**config.mk**
```make
export PLATFORM = sky130hd
export DESIGN_NAME = spi_frame_packer_flat
export DESIGN_NICKNAME = d
export VERILOG_FILES = /design/src/rtl/spi_frame_packer_if.sv /design/src/rtl/spi_frame_packer.sv /design/src/flat_wrapper.sv
export SDC_FILE = /design/constraint.sdc
export NUM_CORES = 1
export LEC_CHECK = 0
export CAP_MARGIN = 20
export CORE_MARGIN = 3
export CORE_UTILIZATION = 57
export CTS_CLUSTER_DIAMETER = 150
export DETAILED_ROUTE_END_ITERATION = 7
export GPL_TIMING_DRIVEN = 0
export PLACE_DENSITY = 0.74
export SLEW_MARGIN = 10
export SYNTH_ARGS = -nofsm -noshare
export SYNTH_HDL_FRONTEND = slang
export SYNTH_SLANG_ARGS = --single-unit
export TNS_END_PERCENT = 100
```
**constraint.sdc**
```tcl
create_clock -name CLK100MHZ -period 16.1 [get_ports CLK100MHZ]
set_clock_uncertainty 0.05 [all_clocks]
set_input_delay 3.22 -clock CLK100MHZ [delete_from_list [all_inputs] [get_ports CLK100MHZ]]
set_output_delay 3.22 -clock CLK100MHZ [all_outputs]
set_load 0.01 [all_outputs]
```
**src/rtl/spi_frame_packer_if.sv**
```systemverilog
// Sample-stream and SPI-master byte handshake bundle for spi_frame_packer.
// slave = the packer itself; master = the environment (feeder + SPI master).
interface spi_frame_packer_if;
  logic [47:0] s_sample;
  logic        s_valid;
  logic        s_ready;
  logic [7:0]  o_tx_byte;
  logic        o_tx_dv;
  logic        i_tx_ready;

  modport slave  (input  s_sample, s_valid, i_tx_ready,
                  output s_ready, o_tx_byte, o_tx_dv);
  modport master (output s_sample, s_valid, i_tx_ready,
                  input  s_ready, o_tx_byte, o_tx_dv);
endinterface

```
**src/rtl/spi_frame_packer.sv**
```systemverilog
// Buffers 48-bit FFT samples and emits each as an 8-byte SPI frame (6 data MSB-first + 2 pad),
// one byte per master handshake, with a fixed idle gap between frames and a per-block frame count.
module spi_frame_packer #(
  parameter int          FIFO_DEPTH       = 16,
  parameter int          GAP_CYCLES       = 2_000_000,
  parameter int          FRAMES_PER_BLOCK = 1024,
  parameter logic [7:0]  PAD_BYTE         = 8'hAB
) (
  input  logic                                CLK100MHZ,
  input  logic                                rst_n,
  input  logic                                i_enable,
  spi_frame_packer_if.slave                   bus,
  output logic [$clog2(FRAMES_PER_BLOCK):0]   o_frame_count,
  output logic                                o_block_done,
  output logic [$clog2(FIFO_DEPTH):0]         o_fifo_level,
  output logic                                o_overflow
);
  localparam int AW  = $clog2(FIFO_DEPTH);
  localparam int LW  = AW + 1;
  localparam int FCW = $clog2(FRAMES_PER_BLOCK) + 1;
  localparam int GW  = $clog2(GAP_CYCLES + 1);
  localparam logic [GW-1:0]  GAP_LAST = GW'(GAP_CYCLES - 1);
  localparam logic [FCW-1:0] FC_LAST  = FCW'(FRAMES_PER_BLOCK - 1);

  typedef enum logic [1:0] {S_IDLE, S_LOAD, S_SEND, S_GAP} state_t;

  state_t         state;
  logic [47:0]    mem [FIFO_DEPTH];
  logic [AW-1:0]  wr_ptr, rd_ptr;
  logic [47:0]    head, shadow;
  logic [2:0]     byte_idx;
  logic [GW-1:0]  gap_cnt;
  logic           full, push, pop;

  assign full        = (o_fifo_level == LW'(FIFO_DEPTH));
  assign bus.s_ready = ~full;
  assign push        = bus.s_valid & ~full;
  assign pop         = (state == S_LOAD);
  assign head        = mem[rd_ptr];

  function automatic logic [7:0] byte_sel(input logic [47:0] w, input logic [2:0] idx);
    case (idx)
      3'd0:    byte_sel = w[47:40];
      3'd1:    byte_sel = w[39:32];
      3'd2:    byte_sel = w[31:24];
      3'd3:    byte_sel = w[23:16];
      3'd4:    byte_sel = w[15:8];
      3'd5:    byte_sel = w[7:0];
      default: byte_sel = PAD_BYTE;
    endcase
  endfunction

  always_ff @(posedge CLK100MHZ)
    if (push) mem[wr_ptr] <= bus.s_sample;

  always_ff @(posedge CLK100MHZ or negedge rst_n) begin
    if (!rst_n) begin
      wr_ptr       <= '0;
      rd_ptr       <= '0;
      o_fifo_level <= '0;
      o_overflow   <= 1'b0;
    end else begin
      if (push) wr_ptr <= wr_ptr + AW'(1);
      if (pop)  rd_ptr <= rd_ptr + AW'(1);
      case ({push, pop})
        2'b10:   o_fifo_level <= o_fifo_level + LW'(1);
        2'b01:   o_fifo_level <= o_fifo_level - LW'(1);
        default: ;
      endcase
      if (bus.s_valid && full) o_overflow <= 1'b1;
    end
  end

  // S_LOAD issues byte 0 straight from the FIFO head so the first strobe lands
  // two edges after the push; the cycle before LOAD is always strobe-free.
  always_ff @(posedge CLK100MHZ or negedge rst_n) begin
    if (!rst_n) begin
      state         <= S_IDLE;
      shadow        <= '0;
      byte_idx      <= '0;
      gap_cnt       <= '0;
      bus.o_tx_dv   <= 1'b0;
      bus.o_tx_byte <= 8'h00;
      o_frame_count <= '0;
      o_block_done  <= 1'b0;
    end else begin
      bus.o_tx_dv  <= 1'b0;
      o_block_done <= 1'b0;
      case (state)
        S_IDLE:
          if (i_enable && o_fifo_level != '0) state <= S_LOAD;
        S_LOAD: begin
          shadow <= head;
          state  <= S_SEND;
          if (bus.i_tx_ready) begin
            bus.o_tx_dv   <= 1'b1;
            bus.o_tx_byte <= head[47:40];
            byte_idx      <= 3'd1;
          end else begin
            byte_idx      <= 3'd0;
          end
        end
        S_SEND:
          // Skipping the cycle after a strobe covers the master's late Ready drop.
          if (bus.i_tx_ready && !bus.o_tx_dv) begin
            bus.o_tx_dv   <= 1'b1;
            bus.o_tx_byte <= byte_sel(shadow, byte_idx);
            byte_idx      <= byte_idx + 3'd1;
            if (byte_idx == 3'd7) begin
              state   <= S_GAP;
              gap_cnt <= '0;
            end
          end
        S_GAP:
          if (gap_cnt == GAP_LAST) begin
            state <= S_IDLE;
            if (o_frame_count == FC_LAST) begin
              o_frame_count <= '0;
              o_block_done  <= 1'b1;
            end else begin
              o_frame_count <= o_frame_count + FCW'(1);
            end
          end else begin
            gap_cnt <= gap_cnt + GW'(1);
          end
        default: state <= S_IDLE;
      endcase
    end
  end
endmodule
```
**src/flat_wrapper.sv**
```systemverilog
// flat-port wrapper written by rule: the top's interface ports become plain ports
module spi_frame_packer_flat 
#(
  parameter int          FIFO_DEPTH       = 16,
  parameter int          GAP_CYCLES       = 2_000_000,
  parameter int          FRAMES_PER_BLOCK = 1024,
  parameter logic [7:0]  PAD_BYTE         = 8'hAB
)
  (CLK100MHZ, rst_n, i_enable, o_frame_count, o_block_done, o_fifo_level, o_overflow, bus_s_sample, bus_s_valid, bus_i_tx_ready, bus_s_ready, bus_o_tx_byte, bus_o_tx_dv);
  spi_frame_packer_if bus_i ();
  input  logic CLK100MHZ;
  input  logic rst_n;
  input  logic i_enable;
  output logic [$clog2(FRAMES_PER_BLOCK):0] o_frame_count;
  output logic o_block_done;
  output logic [$clog2(FIFO_DEPTH):0] o_fifo_level;
  output logic o_overflow;
  input wire logic [$bits(bus_i.s_sample)-1:0] bus_s_sample;
  input wire logic [$bits(bus_i.s_valid)-1:0] bus_s_valid;
  input wire logic [$bits(bus_i.i_tx_ready)-1:0] bus_i_tx_ready;
  output wire logic [$bits(bus_i.s_ready)-1:0] bus_s_ready;
  output wire logic [$bits(bus_i.o_tx_byte)-1:0] bus_o_tx_byte;
  output wire logic [$bits(bus_i.o_tx_dv)-1:0] bus_o_tx_dv;
  assign bus_i.s_sample = bus_s_sample;
  assign bus_i.s_valid = bus_s_valid;
  assign bus_i.i_tx_ready = bus_i_tx_ready;
  assign bus_s_ready = bus_i.s_ready;
  assign bus_o_tx_byte = bus_i.o_tx_byte;
  assign bus_o_tx_dv = bus_i.o_tx_dv;
  spi_frame_packer #(.FIFO_DEPTH(FIFO_DEPTH), .GAP_CYCLES(GAP_CYCLES), .FRAMES_PER_BLOCK(FRAMES_PER_BLOCK), .PAD_BYTE(PAD_BYTE)) u_core (.CLK100MHZ(CLK100MHZ), .rst_n(rst_n), .i_enable(i_enable), .bus(bus_i), .o_frame_count(o_frame_count), .o_block_done(o_block_done), .o_fifo_level(o_fifo_level), .o_overflow(o_overflow));
endmodule
```
# After elaboration in Yosys (flattened, before gate mapping)
# Memory sizes are Yosys's and may differ from the RTL's.
# Cells that the tools add are included.
# Widths: inputs -> output; s select.
[totals]
in_bits = 53
regBits = 109
mem_bits_rw = 768
n_memories = 1
[op_classes]
n_bitwise = 2
n_addsub = 7
mux = 26
n_eq_ne = 20
reduce_logical = 15
[memory_table]
columns = ["memory", "words", "word_bits", "read_ports", "rd_clocked_by_memory_dff", "wr", "line_no", "rtl"]
rows = [
  ["u_core.mem", 16, 48, 1, 0, 1, "spi_frame_packer.sv:28", "logic [47:0] mem [FIFO_DEPTH];"],
]
[ops]
columns = ["op", "n"]
rows = [
  ["$mux 21", 3],
  ["$pmux 8 s6", 1],
  ["$pmux 21 s2", 1],
  ["$add 21x1->21 const B", 1],
  ["$eq 21x21->1 const B", 1],
  ["$mux 8", 2],
  ["$pmux 8 s2", 1],
  ["$add 11x1->11 const B", 1],
  ["$eq 11x10->1 const B", 1],
  ["$mux 11", 1],
  ["$pmux 5 s2", 1],
  ["$eq 3x3->1 const B", 3],
  ["$add 4x1->4 const B", 2],
  ["$mux 1", 8],
  ["$mux 2", 4],
  ["$ne 2x1->1 const B", 4],
  ["$pmux 2 s4", 1],
  ["$reduce_and 4->1", 2],
  ["$eq 2x2->1 const B", 3],
  ["$eq 3x2->1 const B", 2],
  ["$pmux 3 s2", 1],
  ["$reduce_bool 2->1", 3],
  ["$add 5x1->5 const B", 1],
  ["$eq 5x5->1 const B", 1],
  ["other kinds (16)", 21],
]

# Longest topological paths before layout
# Gate-level depths: netlist of run 1.
[logic_depth]
ltp_word = 5
depth_mapped = 15
depth_no_buf = 12

# Worst setup path after synthesis of run 1
# No wires, ideal clock.
[synth_path]
path_kind = "input to register"
start = "input bus_s_valid"
end = "memory u_core.mem[3][0] (enable)"
cell_stages = 4
path_buffers = 1
setup_ns = 0.513
arrival_time_ns = 7.040
required_ns = 15.537
path_slack_ns = 8.497
path_cell_list = "and2_1 clkbuf_1 nand2_1 nor3_1"
[synth_between]
elab_chain_len = 3
[synth_lines]
columns = ["item", "line_no", "rtl"]
rows = [
  ["from (decl)", "flat_wrapper.sv:19", "input wire logic [$bits(bus_i.s_valid)-1:0] bus_s_valid;"],
  ["$and 1x1->1", "spi_frame_packer.sv:37", "assign push = bus.s_valid & ~full;"],
  ["$mux 1", "spi_frame_packer.sv:54", "if (push) mem[wr_ptr] <= bus.s_sample;"],
  ["$mux 1 (implied by the code)", "spi_frame_packer.sv:54", ""],
  ["to (decl)", "spi_frame_packer.sv:28", ""],
]
# No other way between the ends.

# Worst setup path in the final report of run 1
[layout_path]
start = "input bus_s_valid"
end = "memory u_core.mem[1][20] (enable)"
# The elaborated chain is that of the path after synthesis.

==> results of run 1 <==
-- cells by family (layout without fill, tap and decap cells) --
kind of cell | after synthesis | in the layout | share of synthesized area, %
adder cells (fa/ha/maj) | 21 | 21 | 0.760
flip-flops | 877 | 877 | 74.6
AND/OR/NAND/NOR | 217 | 217 | 3.24
AO/OA/AOI/OAI | 169 | 169 | 3.55
XOR/XNOR | 16 | 16 | 0.406
other | 0 | 2 | 0
multiplexers | 302 | 302 | 16.0
buffers and inverters | 111 | 407 | 1.45
-- how the worst max path moves through the flow --
stage                              to  slack, ns
finish              u_core.mem[1][20]      10.36
floorplan            u_core.mem[3][0]       8.50
global route        u_core.mem[1][21]      10.25
global placement    u_core.mem[3][29]       3.89
detailed placement  u_core.mem[1][20]       9.79
CTS                 u_core.mem[1][20]      10.42
-- flip-flops by register name, indices dropped and copies added (netlist names) --
register / flops
u_core.mem: 768
u_core.shadow: 48
u_core.gap_cnt: 21
u_core.o_frame_count: 11
u_core.bus.o_tx_byte: 8
u_core.o_fifo_level: 5
u_core.rd_ptr: 4
u_core.wr_ptr: 4
u_core.byte_idx: 3
u_core.state: 2
u_core.bus.o_tx_dv: 1
u_core.o_block_done: 1
u_core.o_overflow: 1
-- cells in the mapped netlist (18+ instances only) --
master      n  share of area [%]
dfrtp_1   109                7.9
o221ai_1   40                1.0
edfxtp_1  768                 67
nor2_1     40               0.43
mux2_2     22               0.72
nand2b_1   45               0.81
nand3_1    18               0.26
mux4_2    197                 13
nand2_1    57               0.62
mux2i_1    83                2.4
clkbuf_1   46               0.50
a21oi_1    18               0.26
buf_2      27               0.39
ha_1       21               0.76
o21ai_0    33               0.48
-- final cells by class --
class / count / area share [%]
Tap cell: 773 / 2.42
Sequential cell: 877 / 64.4
Buffer: 94 / 1.09
Clock inverter: 40 / 0.641
Clock buffer: 122 / 6.02
Timing Repair Buffer: 134 / 4.35
Inverter: 17 / 0.159
Multi-Input combinational cell: 725 / 20.9
Antenna cell: 2 / 0.0125
-- cells in the final DEF (no fill, tap or decap), types with 15 or more instances in the layout --
master             n
a21oi_1           18
buf_1             15
buf_16            18
buf_2             27
buf_4             16
clkbuf_1          73
clkbuf_16         89
clkdlybuf4s50_1   79
clkinv_1          18
dfrtp_1          109
edfxtp_1         768
ha_1              21
inv_1             16
mux2_2            22
mux2i_1           83
mux4_2           197
nand2_1           57
nand2b_1          45
nand3_1           18
nor2_1            28
o21ai_0           33
o221ai_1          40
-- per-stage QoR --
stage | hold slack (ns) | power, uW
final | 0.421 | 7000
after floorplan | 0.401 | 4330
after detailed placement | 0.412 | 5120
after global routing | 0.436 | 7250
after CTS | 0.424 | 7020
after global placement | 0.403 | 5000
-- critical path: stages --
cell and delay (ns):
clkdlybuf4s50_1 0.47, and2_1 0.13, clkbuf_1 0.34, nand2_1 0.31
nor3_2 0.83, buf_8 0.24, buf_4 0.22, buf_4 0.24
-- metal layers --
| layer | vias up | global-route usage, % | wire length (um) |
|---|---|---|---|
| met5 | - | 0 | 41 |
| met4 | 6 | 7.56 | 2340 |
| met3 | 162 | 5.75 | 7810 |
| met2 | 989 | 41.0 | 38500 |
| met1 | 9520 | 37.2 | 32000 |
| li1 | 7533 | - | - |
-- where the power goes --
part / switching [uW] / total [uW] / internal [uW] / leakage (uW)
logic: 1210 / 2160 / 950 / 0.00372
clock network: 823 / 1900 / 1080 / 0.00129
registers: 153 / 2930 / 2780 / 0.00832
total: 2190 / 7000 / 4810 / 0.0133
==> flow_summary_export.csv, run 1 <==
group,metric,value,unit
finish,final_cell_area,40000,um^2
detailed_routing,drc_errors,0,
global_route,grt_max_degree,60,
worst_setup_path,r2r_cells,10,
clock_network,cts_tree,"done",
synthesis,synth_nets,1787,
floorplan,num_io_pins,81,
detailed_routing,first_iter_violations,2248,
detailed_routing,dr.pass1.iters,7,
sta,tightest_slew,1.04,ns
sta,layout_setup_ws,10.36,ns
finish,fin_util,67.3,%
synthesis,yosysUniqueCellTypes,62,
worst_setup_path,rr_endpoint,"u_core.mem[1][20]",
synthesis,synth_flop_cell,"edfxtp_1",
worst_setup_path,crit_required,16.37,ns
synthesis,ys_warn_count,0,
global_route,grt_pass1_vias,18200,
worst_setup_path,worstSetupPathType,"in -> reg",
worst_setup_path,worst-path-max-fanout,9,
placement,hpwl,52000,um
synthesis,syn-instance-count,1713,
placement,dp.cells,2620,
global_route,grt_pass1_wl,119000,um
outcome,outcome,"finished, final reports clean",
clock_network,cts.htree.levels,3,
floorplan,core,59500,um^2
sta,slew_viol_final,0,
finish,regArea,25800,um^2
sta,fin_crit,5.74,ns
worst_setup_path,crit_arrival,6.01,ns
min_path,worstHoldStart,"u_core.o_overflow",
floorplan,dieArea,63600,um^2
sta,fmax,174,MHz
global_route,track_usage,25.9,%
sta,fin_setup_tns,0,ns
clock_network,numCtsBuffers,87,
finish,layout.cells.non_filler,2784,
worst_setup_path,cp-startpoint,"bus_s_valid",
min_path,hold_depth,1,
clock_network,clk_path_buf_depth,3,
floorplan,rows,89,
clock_network,clkLatencyLatePin,0.63,ns
detailed_routing,vias_per_cell,6.54,
worst_setup_path,start_kind,"input pin",
global_route,antenna_found_initial,5,
synthesis,avgSynthCellArea,20.2,um^2
pwr,powerDensity,175,nW/um^2
worst_setup_path,endpoint_kind,"flop",
synthesis,syn_area,34600,um^2
worst_setup_path,r2r_start,"u_core.o_fifo_level[2]",
clock_network,cts_root_buf,"clkbuf_16",
worst_setup_path,ff2ff_setup_slack,12.54,ns
sta,hold_viol,0,
min_path,worstHoldPathType,"reg -> reg",
sta,timing.slew.headroom,30.6,%
detailed_routing,wl_per_cell,29.0,um
pwr,p_leak,0.0133,uW
synthesis,synth_enable_flop_cells,768,
placement,place.gp.congestion,0.885,
clock_network,clock_sinks,877,
clock_network,post_cts_resized,0,
clock_network,ctsHoldBuffers,0,
finish,multi_input_area,8370,um^2
synthesis,synthArstFlopShare,12.4,%
sta,rsz0062_at_grt,"no",
floorplan,die_w,252,um
finish,synthToLayoutAreaGrowth,15.9,%
finish,drive_above_1_share,22.3,%
detailed_routing,postRouteAntennaNets,0,
placement,port_buffers,80,
placement,dpl_cell_area,37400,um^2
pwr,ir_worst_vdd,0.0881,mV
sta,setup_viol,0,
min_path,whs_endpoint,"u_core.o_overflow",
clock_network,postCtsSetupBuffers,0,
clock_network,clk_pin_slew_worst_paths,0.06,ns
synthesis,ys_seq_area_share,74.6,%
detailed_routing,routed_wl,80700,um
floorplan,chipHeight,252,um
synthesis,ys_seq_elements,877,
finish,final_net_count,2010,
floorplan,start_util,58.1,%
run,maxCapViolCount,0,
global_route,globalRouteOverflowTotal,0,
finish,num-fill-cells,3751,
detailed_routing,num_vias,18200,
placement,pre_cts_slack,9.79,ns
sta,finalCritPeriodShare,35.7,%
No activity file was read; power rests on OpenSTA's default activity.
==> run 2, diff against run 1 <==
- clock period: 16.1 -> 5.4 ns (I/O delays scaled with it)
==> run 2 against run 1 <==
Effect of this change:
- cell count fell by 0.32%
- combinational power increased to 3.0 times the previous value
- first-iteration DRC count is 1.5% lower
- critical path type is now reg -> reg
- critical endpoint is now u_core.o_fifo_level[4]
==> flow_summary_export.csv, run 2 (synthesized netlist as in run 1, its figures left out) <==
group,metric,value,unit
floorplan,start_util,58.1,%
detailed_routing,postRouteAntennaNets,0,
pwr,powerDensity,532,nW/um^2
finish,diodes,0,
floorplan,die_w,252,um
pwr,p_leak,0.0135,uW
placement,place.gp.congestion,0.897,
finish,top_register,"u_core.mem",
sta,timing.slew.headroom,32.0,%
clock_network,clkLatencyLatePin,0.65,ns
worst_setup_path,endpoint_kind,"flop",
global_route,grt_pass1_vias,18400,
finish,largest_reg_flops,768,
run,maxCapViolCount,0,
clock_network,numCtsBuffers,88,
finish,layout.cells.non_filler,2775,
placement,dp.cells,2612,
sta,rsz0062_at_grt,"no",
sta,setup_viol,0,
sta,fmax,282,MHz
sta,finalCritPeriodShare,65.7,%
worst_setup_path,crit_arrival,4.06,ns
finish,multi_input_area,8400,um^2
min_path,worstHoldPathType,"in -> async",
worst_setup_path,rr_endpoint,"u_core.o_fifo_level[4]",
sta,hold-worst-slack,0.317,ns
detailed_routing,num_vias,18200,
pwr,ir_worst_vdd,0.301,mV
floorplan,core,59500,um^2
global_route,grt_pass1_wl,122000,um
worst_setup_path,worstSetupPathType,"reg -> reg",
placement,port_buffers,80,
clock_network,post_cts_resized,0,
worst_setup_path,r2r_cells,15,
floorplan,rows,89,
finish,largest_registers,"u_core.mem (768), u_core.shadow (48), u_core.gap_cnt (21)",
global_route,track_usage,26.4,%
clock_network,cts_tree,"done",
worst_setup_path,crit_required,5.92,ns
clock_network,cts.htree.levels,3,
clock_network,clk_pin_slew_worst_paths,0.06,ns
worst_setup_path,ff2ff_setup_slack,1.85,ns
outcome,outcome,"finished, final reports clean",
finish,num-fill-cells,3661,
global_route,antenna_found_initial,2,
sta,tightest_slew,1.02,ns
global_route,globalRouteOverflowTotal,0,
finish,mostFrequentLayoutCell,"edfxtp_1",
clock_network,clk_path_buf_depth,3,
detailed_routing,dr.pass1.iters,7,
global_route,grt_max_degree,67,
placement,hpwl,52600,um
finish,final_net_count,2003,
worst_setup_path,r2r_start,"u_core.o_fifo_level[1]",
detailed_routing,drc_errors,0,
floorplan,dieArea,63600,um^2
clock_network,ctsHoldBuffers,0,
finish,synthToLayoutAreaGrowth,17.2,%
worst_setup_path,cp-startpoint,"u_core.o_fifo_level[1]",
finish,layout_common_cells,"edfxtp_1, mux4_2, dfrtp_1, clkbuf_16, mux2i_1",
detailed_routing,vias_per_cell,6.57,
detailed_routing,first_iter_violations,2214,
clock_network,postCtsSetupBuffers,0,
worst_setup_path,start_kind,"flop",
finish,drive_above_1_share,22.8,%
clock_network,clock_sinks,877,
finish,fin_util,68.1,%
detailed_routing,routed_wl,82000,um
detailed_routing,wl_per_cell,29.6,um
floorplan,chipHeight,252,um
sta,slew_viol_final,0,
sta,hold_viol,0,
floorplan,num_io_pins,81,
worst_setup_path,worst-path-max-fanout,9,
sta,fin_crit,3.55,ns
finish,regArea,25800,um^2
clock_network,cts_root_buf,"clkbuf_16",
==> run 2: through the flow <==
| stage | setup TNS [ns] | power [uW] | instance area (um^2) | setup slack, ns |
|---|---|---|---|---|
| 6_report | 0 | 21600 | 40500 | 1.85 |
| 5_1_grt | 0 | 22300 | 40500 | 1.57 |
| 4_1_cts | 0 | 21600 | 40500 | 1.88 |
| 3_5_place_dp | 0 | 15300 | 37500 | 1.40 |
| 3_3_place_gp | -1556.82 | 14900 | 36300 | -2.02 |
| 2_1_floorplan | 0 | 12900 | 34600 | 1.22 |
==> run 2: power breakdown <==
group | switching (uW) | leakage, uW | total [uW] | internal [uW]
registers | 458 | 0.00832 | 8740 | 8280
logic | 3640 | 0.00373 | 6500 | 2860
clock network | 2600 | 0.00148 | 6320 | 3720
==> run 2: worst max path at each step <==
stage / endpoint / slack [ns] / cells past startpoint
floorplan: u_core.mem[7][0] / 1.22 / 4
global placement: u_core.mem[6][29] / -2.02 / 5
detailed placement: u_core.mem[11][29] / 1.40 / 8
CTS: bus_s_ready / 1.88 / 4
global route: u_core.o_fifo_level[4] / 1.57 / 15
finish: u_core.o_fifo_level[4] / 1.85 / 15
==> run 2: critical path, stage by stage, from the launching register on <==
cell and delay (ns):
dfrtp_1 0.38, clkbuf_1 0.19, nor4_1 0.50, nand2_1 0.13, and2_1 0.18, clkbuf_1 0.21
inv_1 0.14, ha_1 0.18, clkbuf_1 0.30, xor2_1 0.12, ha_1 0.24, nor2b_1 0.14
o21ai_0 0.21, a31oi_1 0.14, nor2_1 0.19, xor2_1 0.17
==> run 2: routing by layer <==
layer / vias up / global-route usage [%] / routed length [um]
li1: 7535 / - / -
met1: 9440 / 37.3 / 31900
met2: 1068 / 41.5 / 39200
met3: 177 / 5.88 / 8060
met4: 4 / 9.29 / 2790
met5: - / 0 / 27
==> run 2: cell type report <==
cell class                      instances  share of cell area (%)
Sequential cell                       877                    63.7
Multi-Input combinational cell        725                    20.7
Clock buffer                          123                    6.03
Timing Repair Buffer                  126                    4.54
Tap cell                              773                    2.39
Clock inverter                         40                    1.41
Buffer                                 94                    1.08
Inverter                               17                   0.158
==> run 3, diff against run 2 <==
- clock period: 5.4 -> 3.35 ns (I/O delays scaled with it)
==> run 3 against run 2 <==
Effect of this change:
- critical path depth down 6
- largest power group unchanged
- first-iteration DRC count up 1.5%
- hold slack better by 0.10 ns
- power up 60%
- die area unchanged
- critical path type unchanged
==> flow_summary_export.csv, run 3 (synthesized netlist as in run 1, its figures left out) <==
group,metric,value,unit
outcome,outcome,"finished, final reports clean",
global_route,antenna_found_initial,3,
clock_network,numCtsBuffers,86,
pwr,powerDensity,848,nW/um^2
placement,port_buffers,80,
worst_setup_path,worstSetupPathType,"reg -> reg",
sta,timing.slew.headroom,28.5,%
sta,hold-worst-slack,0.419,ns
floorplan,num_io_pins,81,
placement,place.gp.congestion,0.899,
worst_setup_path,max_stage_delay,0.51,ns
clock_network,clk_pin_slew_worst_paths,0.06,ns
floorplan,start_util,58.1,%
global_route,grt_max_degree,83,
finish,layout_common_cells,"edfxtp_1, mux4_2, dfrtp_1, clkbuf_16, mux2i_1",
detailed_routing,dr.pass1.iters,6,
min_path,worstHoldStart,"u_core.o_overflow",
finish,final_cell_area,40600,um^2
worst_setup_path,crit_buf_inv,4,
detailed_routing,routed_wl,83500,um
detailed_routing,postRouteAntennaNets,0,
min_path,whs_endpoint,"u_core.o_overflow",
sta,slew_viol_final,0,
min_path,worstHoldPathType,"reg -> reg",
global_route,grt_pass1_wl,124000,um
floorplan,dieArea,63600,um^2
worst_setup_path,critPathSlowestCell,"buf_1",
finish,largest_registers,"u_core.mem (768), u_core.shadow (48), u_core.gap_cnt (21)",
sta,fin_crit,3.19,ns
floorplan,chipHeight,252,um
placement,dpl_cell_area,37600,um^2
detailed_routing,wl_per_cell,29.9,um
worst_setup_path,critPathMostFrequentCell,"buf_1",
pwr,p_leak,0.0136,uW
clock_network,cts_root_buf,"clkbuf_16",
pwr,p_total,34400,uW
clock_network,clock_sinks,877,
worst_setup_path,ff2ff_setup_slack,0.16,ns
detailed_routing,first_iter_violations,2247,
worst_setup_path,r2r_start,"u_core.byte_idx[2]",
sta,rsz0062_at_grt,"no",
finish,largest_reg_flops,768,
detailed_routing,num_vias,18600,
pwr,ir_worst_vdd,0.507,mV
floorplan,die_w,252,um
finish,synthToLayoutAreaGrowth,17.5,%
clock_network,clk_path_buf_depth,3,
clock_network,cts.htree.levels,3,
worst_setup_path,worst-path-max-fanout,10,
finish,mostFrequentLayoutCell,"edfxtp_1",
worst_setup_path,crit_arrival,3.62,ns
sta,fin_setup_tns,0,ns
worst_setup_path,r2r_cells,9,
finish,top_register,"u_core.mem",
sta,finalCritPeriodShare,95.1,%
finish,final_net_count,2024,
worst_setup_path,endpoint_kind,"flop",
worst_setup_path,cp_top_family,"buffers and inverters",
global_route,globalRouteOverflowTotal,0,
global_route,grt_pass1_vias,18900,
clock_network,cts_tree,"done",
clock_network,clkLatencyLatePin,0.63,ns
floorplan,rows,89,
placement,hpwl,53600,um
run,maxCapViolCount,0,
floorplan,core,59500,um^2
sta,setup_viol,0,
global_route,track_usage,26.9,%
sta,hold_viol,0,
finish,num-fill-cells,3679,
worst_setup_path,path_cells,"clkbuf_1, buf_1, inv_1, ha_1, buf_1, a22oi_1, nand2_1, a221oi_1, o41ai_1",
min_path,hold_depth,1,
sta,fmax,314,MHz
detailed_routing,vias_per_cell,6.65,
sta,tightest_slew,1.07,ns
worst_setup_path,start_kind,"flop",
detailed_routing,drc_errors,0,
finish,drive_above_1_share,23.4,%
worst_setup_path,crit_required,3.78,ns
worst_setup_path,rr_endpoint,"u_core.bus.o_tx_byte[0]",
run 3: layout make-up:
type	count	area, um^2	area share, %
tap	773	967	2.38
sequential	877	25800	63.5
buffer	93	433	1.07
clock buffer	128	2500	6.17
multi-input combinational	725	8420	20.7
inverter	17	63.8	0.157
antenna	2	5.00	0.0123
timing repair buffer	150	2050	5.06
clock inverter	32	362	0.891
run 3: power by group:
part	switching (uW)	internal [uW]	total [uW]
Clock	4000	5730	9720
Sequential	783	13300	14100
Combinational	5910	4670	10600
Total	10700	23700	34400
run 3: per-layer routing:
layer  track usage [%]  vias to the layer above  wire (um)
li1                  -                     7559          -
met1              37.4                     9735      32100
met2              43.6                     1094      40700
met3              5.52                      214       7640
met4              9.10                        2       3030
met5                 0                        -         20
run 3: timing repair:
item                       4_1_cts  5_1_grt
hold buffers                     1        0
hold endpoints to repair        27        0
cloned                           0        0
resized for setup                1        2
setup endpoints to repair        1      116
setup buffers                    0       17
pin swaps                        0        8
run 3: worst max-delay path by stage:
stage	cells past startpoint	start	slack (ns)	to
5_1_grt	14	u_core.o_fifo_level[1]	0.04	u_core.o_fifo_level[4]
3_3_place_gp	5	bus_s_valid	-3.67	u_core.mem[15][24]
3_5_place_dp	7	bus_s_valid	-0.21	u_core.mem[2][29]
2_1_floorplan	7	u_core.o_fifo_level[2]	-0.64	u_core.mem[7][0]
6_report	9	u_core.byte_idx[2]	0.16	u_core.bus.o_tx_byte[0]
4_1_cts	9	u_core.o_fifo_level[2]	0.02	u_core.mem[2][30]
run 3: through the flow:
stage               utilization, %  setup slack [ns]  std cells
floorplan                        -            -0.643       1713
finish                        68.3             0.163       2797
global placement              61.1             -3.67       2566
CTS                           68.0            0.0238       2778
detailed placement            63.2            -0.208       2618
global route                  68.3            0.0367       2795
==> RTL edit: new RTL, flow settings as in run 1 <==
Reset style: synchronous (`rst_n`), changed in 2 clocked blocks.
--- a/src/rtl/spi_frame_packer.sv
+++ b/src/rtl/spi_frame_packer.sv
@@ -53,7 +53,7 @@
   always_ff @(posedge CLK100MHZ)
     if (push) mem[wr_ptr] <= bus.s_sample;
 
-  always_ff @(posedge CLK100MHZ or negedge rst_n) begin
+  always_ff @(posedge CLK100MHZ) begin
     if (!rst_n) begin
       wr_ptr       <= '0;
       rd_ptr       <= '0;
@@ -73,7 +73,7 @@
 
   // S_LOAD issues byte 0 straight from the FIFO head so the first strobe lands
   // two edges after the push; the cycle before LOAD is always strobe-free.
-  always_ff @(posedge CLK100MHZ or negedge rst_n) begin
+  always_ff @(posedge CLK100MHZ) begin
     if (!rst_n) begin
       state         <= S_IDLE;
       shadow        <= '0;
Formal check against the unedited RTL: differs if rst_n is asserted again (counterexample within 4 cycles, from zero or initial values and one cycle with rst_n low); with rst_n held inactive, the same outputs for 4 cycles.
==> RTL edit against run 1 <==
- final area decreased by 1.1%
- setup slack got worse by 0.24 ns
- sequential cell count increased by 4
- synthesized area decreased by 1.7%
- sequential share of layout area decreased by 0.47 points
- final cell count increased by 1.2%
- count of clock-buffer cells in the layout decreased by 19
- wire length decreased by 0.51%
- non-clock buffer count increased by 12
- largest cell class unchanged
- highest routed layer unchanged
Power is not compared: it rests on default switching activity, and its combinational part moved more than twofold at a synthesized area within 25%.
==> RTL edit: results (changes against run 1) <==
status=finished clean; FFs w/ async S/R, synth=0% (-12 points); Synth Area in XOR/XNOR=0.671% (+0.27 points); CTS Buffer Depth=3 (unchanged); number of global-route vias before repair=18600 (+2.0%); nonclk inv count=14 (-3); vias per cell=6.53 (-0.22%); post-synthesis compound-gate area fraction=6.10% (+2.6 points); total wire length=80.3 mm (-0.51%); Worst R2R End=u_core.mem[1][30]$_DFFE_PP_; clock buffers=103 (-16%); share of layout cells above drive strength 1=23.0% (+0.66 points); largest net degree at the start of global routing=25 (-58%); #MultiIn Comb=758 (+4.6%); fillers=3652 (-2.6%); M2 GR Usage=41.4% (+0.38 points); met1 usage=36.5% (-0.67 points); Distinct cells, synth=63 (+1.6%); post-synthesis adder-cell area fraction=0.774% (+0.013 points); sequential cell area share=63.9% (-0.47 points); Min-Delay Endpoint=u_core.shadow[46]$_SDFFE_PN0P_; placed cells=2654 (+1.3%); ClkCell Share=7.33% (+0.67 points); pre-CTS setup slack=9.49 ns (-0.293 ns); #FFs+latches synth=881 (+0.46%); Fin Hold WS=0.414 ns (-0.00738 ns); worst r2r src=u_core.o_fifo_level[2]$_SDFFE_PN0P_; WHS Path Cells=2 (+1); relative slew slack=30.8% (+0.23 points); buffer share of cell area=5.24% (-0.20 points); M3 GR Usage=4.59% (-1.2 points); nonclk buf count=240 (+5.3%); drt first pass iters=8 (+1); nets@finish=2055 (+2.2%); GPL Wtd Cong=0.927 (+4.8%); fraction of area in multi-input gates=20.9% (+0.029 points); CTS buffer count=86 (-1.1%); register area share after synthesis=74.6% (about the same); Tot GR Track Use=25.9% (-0.070 points); Antenna diodes=1 (-1); Routed met3 length=6.92 mm (-11%); met2 WL=39.1 mm (+1.7%); mux contribution to synthesized area=13.3% (-2.6 points); crit path DAT=6.25 ns (+0.24 ns); first-pass GRT wire length=120 mm (+0.62%); top post-synthesis cells by area=edfxtp_1 (68%), mux4_2 (13%), dfxtp_1 (6.7%); Reg2Reg Depth=8 (-2); antenna violations before repair=3 (-2); most frequent cells after synthesis=edfxtp_1 (768), mux4_2 (192), dfxtp_1 (113), a22oi_1 (98), nor2_1 (69); crit-path max cell delay=0.74 ns (-0.09 ns); placed inst area=36700 µm² (-1.9%); hold_sp=u_core.shadow[46]$_SDFFE_PN0P_; synthesized net count=1827 (+2.2%); mean post-synth cell area=19.4 µm² (-4.0%); Metal-1 WL=31.8 mm (-0.60%)
[RTL edit: cell count changes in the layout (fill, tap and decap cells not counted), sizes merged, moves of 11 or more]
cell	run 1	this run
a21boi	0	42
bufinv	2	13
mux2i	83	14
mux2	22	5
nand2b	45	8
o221ai	40	1
a22oi	10	98
dfrtp	109	0
a31o	2	40
nor2	40	69
dfxtp	0	113
[RTL edit: worst max-delay path by stage]
stage / start / endpoint / slack (ns) / depth (start not counted)
floorplan: bus_s_valid / u_core.mem[3][0]$_DFFE_PP_ / 8.36 / 3
global placement: bus_s_valid / u_core.mem[3][31]$_DFFE_PP_ / 3.82 / 4
detailed placement: bus_s_valid / u_core.mem[1][31]$_DFFE_PP_ / 9.49 / 8
CTS: bus_s_valid / u_core.mem[1][30]$_DFFE_PP_ / 10.15 / 8
global route: bus_s_valid / u_core.mem[1][30]$_DFFE_PP_ / 9.95 / 8
finish: bus_s_valid / u_core.mem[1][30]$_DFFE_PP_ / 10.12 / 8
